**config.mk**
```make
export PLATFORM = sky130hd
export DESIGN_NAME = alu_issue
export DESIGN_NICKNAME = d
export VERILOG_FILES = /design/src/rtl/alu_issue.sv
export SDC_FILE = /design/constraint.sdc
export NUM_CORES = 1
export LEC_CHECK = 0
export CELL_PAD_IN_SITES_DETAIL_PLACEMENT = 0
export CELL_PAD_IN_SITES_GLOBAL_PLACEMENT = 1
export CORE_ASPECT_RATIO = 0.75
export CORE_MARGIN = 4
export CORE_UTILIZATION = 34
export DETAILED_ROUTE_END_ITERATION = 6
export PLACE_DENSITY = 0.65
export REMOVE_ABC_BUFFERS = 1
export SLEW_MARGIN = 40
export SYNTH_ARGS = -nofsm -noshare
export SYNTH_HDL_FRONTEND = slang
export SYNTH_SLANG_ARGS = --single-unit
export TNS_END_PERCENT = 10
```
**constraint.sdc**
```tcl
create_clock -name clk -period 8.6 [get_ports clk]
set_clock_uncertainty 0.1 [all_clocks]
set_input_delay 1.72 -clock clk [delete_from_list [all_inputs] [get_ports clk]]
set_output_delay 1.72 -clock clk [all_outputs]
set_load 0.05 [all_outputs]
```
**src/rtl/alu_issue.sv**
```systemverilog
// RV32I integer ALU issue/collect: S1 issue register with a one-hot op decode,
// ten enable-gated op units OR-combined, S2 result register with valid/ready out.

module alu_op_unit #(
  parameter int unsigned OP = 0
) (
  input  logic        en,
  input  logic [31:0] a,
  input  logic [31:0] b,
  output logic [31:0] res
);
  logic [31:0] r;
  // shift units only look at b[4:0]
  wire unused_b = &{1'b0, b};

  always_comb begin
    case (OP)
      0:       r = a + b;
      1:       r = a - b;
      2:       r = a ^ b;
      3:       r = a | b;
      4:       r = a & b;
      5:       r = a << b[4:0];
      6:       r = a >> b[4:0];
      7:       r = $unsigned($signed(a) >>> b[4:0]);
      8:       r = {31'd0, $signed(a) < $signed(b)};
      9:       r = {31'd0, a < b};
      default: r = '0;
    endcase
  end

  assign res = en ? r : '0;
endmodule

module alu_issue (
  input  logic        clk,
  input  logic        rst_n,
  input  logic        flush,
  input  logic        in_valid,
  output logic        in_ready,
  input  logic [31:0] in_instr,
  input  logic [31:0] in_rs1_val,
  input  logic [31:0] in_rs2_val,
  output logic        out_valid,
  input  logic        out_ready,
  output logic [4:0]  out_rd,
  output logic        out_we,
  output logic [31:0] out_result,
  output logic        out_illegal
);
  localparam int NUM_OPS = 10;
  localparam int ADD = 0, SUB = 1, XOR = 2, OR = 3, AND = 4,
                 SLL = 5, SRL = 6, SRA = 7, SLT = 8, SLTU = 9;
  localparam logic [6:0] OPC_OP = 7'b0110011, OPC_IMM = 7'b0010011;

  typedef struct packed {
    logic [4:0]  rd;
    logic        we;
    logic [31:0] result;
    logic        illegal;
  } res_t;

  // ---------------- decode ----------------
  logic [6:0] opcode, f7;
  logic [2:0] f3;
  logic       f7_zero, f7_alt;
  logic [NUM_OPS-1:0] dec_en;
  wire unused_instr = &{1'b0, in_instr[19:15]};

  assign opcode  = in_instr[6:0];
  assign f3      = in_instr[14:12];
  assign f7      = in_instr[31:25];
  assign f7_zero = (f7 == 7'b0000000);
  assign f7_alt  = (f7 == 7'b0100000);

  always_comb begin
    dec_en = '0;
    if (opcode == OPC_OP) begin
      case (f3)
        3'b000: begin
          dec_en[ADD] = f7_zero;
          dec_en[SUB] = f7_alt;
        end
        3'b001: dec_en[SLL]  = f7_zero;
        3'b010: dec_en[SLT]  = f7_zero;
        3'b011: dec_en[SLTU] = f7_zero;
        3'b100: dec_en[XOR]  = f7_zero;
        3'b101: begin
          dec_en[SRL] = f7_zero;
          dec_en[SRA] = f7_alt;
        end
        3'b110: dec_en[OR]   = f7_zero;
        default: dec_en[AND] = f7_zero;
      endcase
    end else if (opcode == OPC_IMM) begin
      // immediate forms: no subi, and only the shifts constrain instr[31:25]
      case (f3)
        3'b000: dec_en[ADD]  = 1'b1;
        3'b001: dec_en[SLL]  = f7_zero;
        3'b010: dec_en[SLT]  = 1'b1;
        3'b011: dec_en[SLTU] = 1'b1;
        3'b100: dec_en[XOR]  = 1'b1;
        3'b101: begin
          dec_en[SRL] = f7_zero;
          dec_en[SRA] = f7_alt;
        end
        3'b110: dec_en[OR]   = 1'b1;
        default: dec_en[AND] = 1'b1;
      endcase
    end
  end

  // ---------------- handshake ----------------
  logic s1_valid, s2_valid, s1_load, s2_load;

  assign s2_load   = s1_valid && (!s2_valid || out_ready);
  assign in_ready  = !s1_valid || s2_load;
  assign s1_load   = in_valid && in_ready;
  assign out_valid = s2_valid;

  // ---------------- S1 issue register ----------------
  logic [NUM_OPS-1:0] s1_op_en;
  logic [31:0]        s1_rs1, s1_rs2;
  logic [11:0]        s1_imm;
  logic [4:0]         s1_rd;
  logic               s1_use_imm;

  always_ff @(posedge clk or negedge rst_n) begin
    if (!rst_n)
      s1_valid <= 1'b0;
    else if (flush)
      s1_valid <= 1'b0;
    else if (s1_load)
      s1_valid <= 1'b1;
    else if (s2_load)
      s1_valid <= 1'b0;
  end

  always_ff @(posedge clk) begin
    if (s1_load && !flush) begin
      s1_op_en   <= dec_en;
      s1_rs1     <= in_rs1_val;
      s1_rs2     <= in_rs2_val;
      s1_imm     <= in_instr[31:20];
      s1_rd      <= in_instr[11:7];
      s1_use_imm <= (opcode == OPC_IMM);
    end
  end

  // ---------------- op units ----------------
  logic [31:0]                    op_b;
  logic [NUM_OPS-1:0][31:0]       unit_res;
  logic [31:0]                    alu_res;

  assign op_b = s1_use_imm ? {{20{s1_imm[11]}}, s1_imm} : s1_rs2;

  generate
    for (genvar i = 0; i < NUM_OPS; i++) begin : g_unit
      alu_op_unit #(.OP(i)) u_op (
        .en  (s1_op_en[i]),
        .a   (s1_rs1),
        .b   (op_b),
        .res (unit_res[i])
      );
    end
  endgenerate

  always_comb begin
    alu_res = '0;
    for (int i = 0; i < NUM_OPS; i++)
      alu_res = alu_res | unit_res[i];
  end

  // ---------------- S2 result register ----------------
  res_t s2_q, s2_d;

  assign s2_d.rd      = s1_rd;
  assign s2_d.illegal = (s1_op_en == '0);
  assign s2_d.we      = !s2_d.illegal && (s1_rd != 5'd0);
  assign s2_d.result  = alu_res;

  always_ff @(posedge clk or negedge rst_n) begin
    if (!rst_n) begin
      s2_valid <= 1'b0;
      s2_q     <= '0;
    end else if (flush) begin
      s2_valid <= 1'b0;
    end else if (s2_load) begin
      s2_valid <= 1'b1;
      s2_q     <= s2_d;
    end else if (out_ready) begin
      s2_valid <= 1'b0;
    end
  end

  assign out_rd      = s2_q.rd;
  assign out_we      = s2_q.we;
  assign out_result  = s2_q.result;
  assign out_illegal = s2_q.illegal;

  // decoder must never select more than one unit
  a_dec_onehot: assert property (@(posedge clk) disable iff (!rst_n) $onehot0(dec_en));
endmodule

```
# Word level (Yosys, flattened, before mapping)

Cells that the tools add are included.

Bits of input ports: 101
Output and inout port bits: 41
Bits in registers: 133
Word-level logic and storage cells: 96

$lt $le $gt $ge: 2
Add/sub/neg operators: 2
Shifts and indexed selects: 3
Bitwise gates (word level): 13
Reduce and logical (&&, ||, !) cells: 19
Multiplexer cells: 35
Equal/unequal tests: 9

Operator list:

| cell               | count |
|---|---|
| $or 32x32->32      | 10 |
| $mux 32            | 9 |
| $lt 32x32->1       | 2 |
| $add 32x32->32     | 1 |
| $and 32x32->32     | 1 |
| $shl 32x5->32      | 1 |
| $shr 32x5->32      | 1 |
| $sshr 32x5->32     | 1 |
| $sub 32x32->32     | 1 |
| $xor 32x32->32     | 1 |
| $mux 1             | 23 |
| $mux 8             | 2 |
| $eq 7x6->1 const B | 2 |
| $logic_not 10->1   | 1 |
| $eq 3x3->1 const B | 3 |
| $eq 7x5->1 const B | 1 |
| $logic_not 7->1    | 1 |
| $reduce_or 7->1    | 1 |
| $eq 3x2->1 const B | 2 |
| $reduce_bool 3->1  | 2 |
| $reduce_bool 5->1  | 1 |
| $logic_and 1x1->1  | 4 |
| $logic_not 1->1    | 4 |
| $reduce_and 2->1   | 2 |
| other kinds (5)    | 6 |

# Depth between registers and ports, before layout

Depth in word-level cells: 12
Mapped depth: 18
Mapped depth without buffers: 14

# Modules after synthesis

From an unflattened synthesis, not the netlist that was laid out.

Cells, all modules: 2165
Area, all modules: 19408.6 µm²

By module, submodules not included:

| module                       | sequential area each (µm²) | cells each | area an instance (µm²) | times used |
|---|---|---|---|---|
| alu_issue                    | 3788.6                     | 407        | 5547.8                 | 1 |
| alu_op_unit (g_unit[5].u_op) | 0.0                        | 249        | 2464.9                 | 1 |
| alu_op_unit (g_unit[6].u_op) | 0.0                        | 231        | 2144.6                 | 1 |
| alu_op_unit (g_unit[1].u_op) | 0.0                        | 327        | 2087.0                 | 1 |
| alu_op_unit (g_unit[0].u_op) | 0.0                        | 294        | 2021.9                 | 1 |
| alu_op_unit (g_unit[7].u_op) | 0.0                        | 237        | 2021.9                 | 1 |
| alu_op_unit (g_unit[8].u_op) | 0.0                        | 141        | 1034.7                 | 1 |
| alu_op_unit (g_unit[9].u_op) | 0.0                        | 142        | 1021.0                 | 1 |
| alu_op_unit (g_unit[2].u_op) | 0.0                        | 67         | 535.5                  | 1 |
| alu_op_unit (g_unit[3].u_op) | 0.0                        | 35         | 274.0                  | 1 |
| alu_op_unit (g_unit[4].u_op) | 0.0                        | 35         | 255.2                  | 1 |

# Least setup slack after synthesis

OpenSTA, ideal clock, no wires.

Path type: input-to-reg
Start: input port out_ready
End: register s1_imm[0] (enable)
Library setup time: 0.462 ns
Stages: 3
Data arrival time: 4.437 ns
Required time: 8.038 ns
Buffers on the path: 0
Path slack: 3.602 ns
Path through: nor2b_1 nand2_1 and3b_1

Word-level cells in the longest chain between the ends: 5

Ends and longest elaborated chain:

| what                   | RTL line | text |
|---|---|---|
| start: declaration     | 45       | `input logic out_ready,` |
| $logic_or 1x1->1       | 116      | `assign s2_load = s1_valid && (!s2_valid \|\| out_ready);` |
| $logic_and 1x1->1      | 116      |  |
| $logic_or 1x1->1       | 117      | `assign in_ready = !s1_valid \|\| s2_load;` |
| named net in_ready     | 40       | `output logic in_ready,` |
| $logic_and 1x1->1      | 118      | `assign s1_load = in_valid && in_ready;` |
| $logic_and 1x1->1      | 140      | `if (s1_load && !flush) begin` |
| end signal: assignment | 144      | `s1_imm <= in_instr[31:20];` |
| end: declaration       | 124      | `logic [11:0] s1_imm;` |

The timed path passes the listed nets, and every way through them passes these cells.
A chain may end at the register's enable or synchronous reset.

# Worst setup path in the final report

Start: register s1_use_imm
End: register s2_q (netlist bit out_result[0])

Word-level cells in the longest chain between the ends: 12
Elaborated cells on any way between the ends: 30
Those cells by class: add/sub: 2; order compare: 2; shift: 3; mux: 11; bitwise: 12

Ends and longest elaborated chain:

| what                                                    | RTL line | text |
|---|---|---|
| start: declaration                                      | 126      | `logic s1_use_imm;` |
| start signal: assignment                                | 146      | `s1_use_imm <= (opcode == OPC_IMM);` |
| $mux 32 (*)                                             | 155      | `assign op_b = s1_use_imm ? {{20{s1_imm[11]}}, s1_imm} : s1_rs2;` |
| $add 32x32->32 / $sub 32x32->32 (equally long branches) | 18, 19   |  |
| $mux 32                                                 | 32       | `assign res = en ? r : '0;` |
| $or 32x32->32 (8 in series)                             | 171      | `alu_res = alu_res \| unit_res[i];` |
| $or 32x32->32 (*)                                       | 171      |  |
| end signal: assignment                                  | 185      | `s2_q <= '0;` |
| end signal: assignment                                  | 190      | `s2_q <= s2_d;` |
| end: declaration                                        | 175      | `res_t s2_q, s2_d;` |

Every way passes the cells marked *; elsewhere a longest branch is shown, timed or not.

==> metrics <==
CTS tree yes; CP Cell Sequence buf_6, mux2i_4, buf_4, inv_4, ha_1, inv_1, fa_1, nor2b_1, o221ai_1, a21oi_1, o211ai_1, nand3_1, o211ai_1, o21ai_0, a21oi_1, o32a_1; clock transition at the registers of the reported paths around 0.070 ns; worst min path class flip-flop to flip-flop; PortBufs ~140; Post-Layout Cell Count about 2200; Filler cells 3935; Req. time, crit path around 8.8 ns; Hold Worst Slack around 0.37 ns; # Post-CTS Setup Buffers 0; VDD IR max around 0.15 mV; DR iter-0 viols between 1500 and 2000; # DRC 0; Hold Path Origin s1_rd[1]; H-Tree Depth 4; vias per cell ~6; gpl congestion ~0.96; Synth Area in Simple Gates 15.0%; vias in the first global route 12473; cell taking the most area after synthesis edfxtp_1; layout cell share with drive strength beyond 1 just under 8%; final hold vios 0; crit path max fanout 38; Synth Flop Type edfxtp_1; Final Setup Violations 0; library cells used by synthesis 77; RSZ-0062 raised after global routing false; Total Power about 2.4 mW; clk buf depth 2; XOR/XNOR share of the synthesized area 2.07%; fin area around 0.016 mm2; dominant delay contributor by cell family on the critical path compound AO/OA/AOI/OAI gates; first-pass GRT wire length approximately 82 mm; clock root buffer master clkbuf_16; r2r startpoint s1_use_imm; Place WS 2.76 ns; DIE AREA between 0.04 and 0.05 mm2; GRT Total Usage between 20% and 30%; Setup TNS Final 0 ns; Post-Syn Instances 1581; aggregate global routing overflow 0; clock sinks roughly 130; Post-Synth Adder-Cell Area 10.8%; f_max around 180 MHz; number of synthesis warnings 0; largest net degree at the start of global routing 66; chip width about 240 um; area delta synth->final 18.7%; Setup Crit Path Kind flip-flop to flip-flop; Num CTS Buffers 17; placed instance area ~0.015 mm2; CP Buf/Inv Count 4; commonest non-fill, non-tap cell in the layout nor2_1; cell leakage power roughly 6.3 nW; CP Launch Type flip-flop; # IOs ~140; Yosys reg bits around 130; Arr. time, crit path ~6 ns; First-pass DRT Iterations 6; Crit-path slowest cell o21ai_0; critical path startpoint s1_use_imm; EDFF count, synth 92; mux contribution to synthesized area a little over an eighth; largest family of logic cells by synthesized area compound AO/OA/AOI/OAI gates; placed insts about 2200; Avg Synthesized Cell Area roughly 8.6 um2; PnR worst setup slack between 2 and 3 ns; Total Wirelength between 50 and 60 mm; Nets approximately 1900; Slew headroom just under 40%; crit path time final roughly 5.7 ns; per-cell routed wire length 25.3 um; sequential cell area fraction in the yosys report roughly 28%; hold buffer count at CTS 0; Starting Density between 30% and 40%; core area between 0.03 and 0.04 mm2; post-synth top area share about a fifth; worst slew pin tran between 0.9 and 1 ns; cell area after synthesis 0.0136 mm2; die height about 180 um; ANT nets after route 0; vias after detailed routing 13248; slowest cell delay on critical path 0.72 ns; initial antenna violation count 2; outcome finished clean; max-slew violation count 0; synth top area cells edfxtp_1 (20%), ha_1 (11%), dfrtp_1 (7.6%), mux4_2 (7.0%), mux2i_1 (6.2%); crit share post-route approximately 66%; Max-Cap Viols 0; PostCTS Resize Cnt 0; nature of the critical path endpoint flip-flop; ys async rst share 30.8%; Final HPWL DP 40.8 mm; Cell Pwr Density between 150 and 200 mW/mm2; Final Core Density between 40 and 50%; most frequent cells in the layout nor2_1 (151), nand2_1 (145), a21oi_1 (138), clkdlybuf4s50_1 (135), ha_1 (114); Rows 63; insertion delay to the later sink of the worst-skew pair about 0.48 ns; post-synthesis compound-gate area fraction around 24%
==> worst register-to-register path, cell delays in order (launching register included) <==
cell and delay (ns):
edfxtp_1 0.56, buf_6 0.22, mux2i_4 0.23, buf_4 0.54, inv_4 0.41, ha_1 0.33, inv_1 0.08, fa_1 0.20
nor2b_1 0.25, o221ai_1 0.24, a21oi_1 0.52, o211ai_1 0.27, nand3_1 0.16, o211ai_1 0.22, o21ai_0 0.72, a21oi_1 0.19
o32a_1 0.33
==> state kept, by name, summed over array words and instances (netlist names), 5 cells and up <==
register,flops
s1_op_en,10
s1_rs1,32
s1_rd,5
out_rd,5
s1_imm,12
s1_rs2,32
out_result,32
==> power by group <==
group / internal, mW / total [mW] / switching, mW
registers: 0.746 / 0.798 / 0.0528
logic: 0.300 / 0.809 / 0.509
clock network: 0.498 / 0.830 / 0.332
==> cells by family (layout without fill, tap and decap cells) <==
kind of cell | after synthesis | after routing
AO/OA/AOI/OAI | 504 | 504
flip-flops | 133 | 133
AND/OR/NAND/NOR | 454 | 454
XOR/XNOR | 32 | 32
buffers and inverters | 214 | 308
multiplexers | 128 | 128
other | 0 | 1
adder cells (fa/ha/maj) | 116 | 116
==> final cells by class <==
| class | instances | area, um2 | area share (%) |
|---|---|---|---|
| multi-input combinational | 1234 | 8990 | 55.9 |
| clock inverter | 13 | 198 | 1.23 |
| sequential | 133 | 3790 | 23.5 |
| clock buffer | 19 | 443 | 2.75 |
| inverter | 111 | 419 | 2.60 |
| tap | 520 | 651 | 4.04 |
| antenna | 1 | 2.50 | 0.0156 |
| timing repair buffer | 165 | 1600 | 9.95 |
==> worst paths after layout <==
check / endpoint / slack [ns] / depth (start not counted)
worst max-delay path: out_result[0] / 2.90 / 16
worst min-delay path: out_rd[1] / 0.37 / 2
worst max register to register: out_result[0] / 2.90 / 16
worst min register to register: out_rd[1] / 0.37 / 2
max in group asynchronous: out_result[12] / 6.76 / 3
min in group asynchronous: out_result[2] / 1.12 / 2
==> Yosys cell counts (all sizes together) (23+ instances only) <==
master / n
nor3: 34
dfrtp: 41
clkbuf: 82
nor2: 151
mux4: 42
ha: 114
a21oi: 138
a211oi: 23
mux2i: 85
nand2: 145
a31oi: 24
o21ai: 106
o211ai: 25
inv: 110
xnor2: 28
nand3: 38
edfxtp: 92
==> per-layer routing <==
metal  track usage (%)  vias to the layer above  part of all wire (%)
li1                  -                     6042                     -
met1              38.9                     6510                    48
met2              35.3                      634                    41
met3              5.91                       60                   9.6
met4              5.36                        2                   1.4
met5                 0                        -                 0.023
Note: power is estimated with default switching activity, not from simulation.
==> RTL edit, RTL diff (config.mk and constraints unchanged) <==
`NUM_OPS`: 10 -> 11.
--- a/src/rtl/alu_issue.sv
+++ b/src/rtl/alu_issue.sv
@@ -49,5 +49,5 @@
   output logic        out_illegal
 );
-  localparam int NUM_OPS = 10;
+  localparam int NUM_OPS = 11;
   localparam int ADD = 0, SUB = 1, XOR = 2, OR = 3, AND = 4,
                  SLL = 5, SRL = 6, SRA = 7, SLT = 8, SLTU = 9;
Function: not settled (the Yosys comparison gave no result); the edit may change what the design does.
==> RTL edit against the original RTL <==
Total power decreased by 1.4%. Critical path depth unchanged. Die area rose by 0.82%. Worst hold slack worse by 0.00063 ns. Routed wire length up 3.6%. Area after synthesis is 0.86% higher. Count of clock-buffer cells in the layout shrank 2. Design area increased by 0.18%. Non-clock buffer count unchanged. Sequential cell count unchanged. Sequential power about the same. Setup slack lost 0.32 ns. Critical path type unchanged. Highest routed layer is now met4.
==> RTL edit: results (changes against the original RTL) <==
INFO  metric run_status = finished, final reports clean
INFO  metric drt-total-wl = 57.6 mm (+3.6%)
INFO  metric first_pass_grt_wire_length = 85.7 mm (+4.6%)
INFO  metric total_vias_in_the_final_route = 13711 (+3.5%)
INFO  metric total_leakage_power = 6.44 nW (+1.6%)
INFO  metric antenna-diode-count = 0 (-1)
INFO  metric max_slew_margin = 0.388 (-0.00192)
INFO  metric yosys-top-cells-count = sky130_fd_sc_hd__nand2_1, sky130_fd_sc_hd__nor2_1, sky130_fd_sc_hd__a21oi_1, sky130_fd_sc_hd__mux2i_1, sky130_fd_sc_hd__ha_1
INFO  metric setup.worst_path.end = out_result[28]$_DFFE_PN0P_
INFO  metric finish.net_count = 1933 (+2.9%)
INFO  metric grt_start_max_net_pins = 65 (-1.5%)
INFO  metric place_inst = 2216 (+2.5%)
INFO  metric seq_area_frac_synth = 0.277 (-0.00238)
INFO  metric finalWeightedCongestion = 0.945 (-1.4%)
INFO  metric antenna_violations_before_repair = 0 (-2)
INFO  metric timing.reg2reg.setup_slack = 2.58 ns (-0.32 ns)
INFO  metric hpwl_dp = 42.1 mm (+3.3%)
INFO  metric worst_ir_drop_vdd = 0.000147 V (-2.6%)
INFO  metric critical_path.slowest_cell = sky130_fd_sc_hd__o41ai_1
INFO  metric critical_path_peak_fanout = 44 (+16%)
INFO  metric ys_top_cells_by_area = sky130_fd_sc_hd__edfxtp_1, sky130_fd_sc_hd__ha_1, sky130_fd_sc_hd__mux2i_1
INFO  metric met3_length = 5.18 mm (-2.9%)
INFO  metric grt_pass1_vias = 13150 (+5.4%)
INFO  metric pwr.group.sequential = 0.795 mW (about the same)
INFO  metric grt_util_met1 = 0.408 (+0.0194)
INFO  metric groute.usage.overall = 0.259 (+0.00835)
[RTL edit: cell types whose count changed after synthesis, sizes merged, moves of 9 or more]
cell    delta
nor2      +11
mux4      -30
buf       +15
mux2i     +43
nand3     -19
xnor2     -13
o21a       +9
clkbuf    -14
nand2     +22
mux2      +12
[RTL edit: worst max-delay path: cells and delay by family (launching register included)]
family | cells | cell delay (ns)
xor+xnor | 1 | 0.19
simple gates | 1 | 0.23
flops | 1 | 0.36
mux | 1 | 0.23
fa+ha+maj | 2 | 0.76
buf+inv | 4 | 1.21
compound gates | 7 | 2.78
[RTL edit: worst min path at each step]
stage | start | slack (ns) | to | depth (start not counted)
CTS | s1_rd[3]$_DFFE_PP_ | 0.37 | out_rd[3]$_DFFE_PN0P_ | 2
global placement | s1_rd[2]$_DFFE_PP_ | 0.35 | out_rd[2]$_DFFE_PN0P_ | 2
global route | s1_rd[3]$_DFFE_PP_ | 0.38 | out_rd[3]$_DFFE_PN0P_ | 2
floorplan | s1_rd[4]$_DFFE_PP_ | 0.33 | out_rd[4]$_DFFE_PN0P_ | 2
finish | s1_rd[3]$_DFFE_PP_ | 0.37 | out_rd[3]$_DFFE_PN0P_ | 2
detailed placement | s1_rd[3]$_DFFE_PP_ | 0.36 | out_rd[3]$_DFFE_PN0P_ | 2
[RTL edit: area by class of cell]
type                            instances  area, um2
Fill cell                            4080      23500
Clock buffer                           17        425
Clock inverter                         15        181
Sequential cell                       133       3790
Multi-Input combinational cell       1291       9090
Timing Repair Buffer                  165       1580
Tap cell                              520        651
Inverter                              108        409
[RTL edit: logic make-up after synthesis]
group | synth area share
XOR/XNOR | 0.0128
flip-flops | 0.277
AND/OR/NAND/NOR | 0.155
adder cells (fa/ha/maj) | 0.107
buffers and inverters | 0.0625
multiplexers | 0.126
AO/OA/AOI/OAI | 0.260
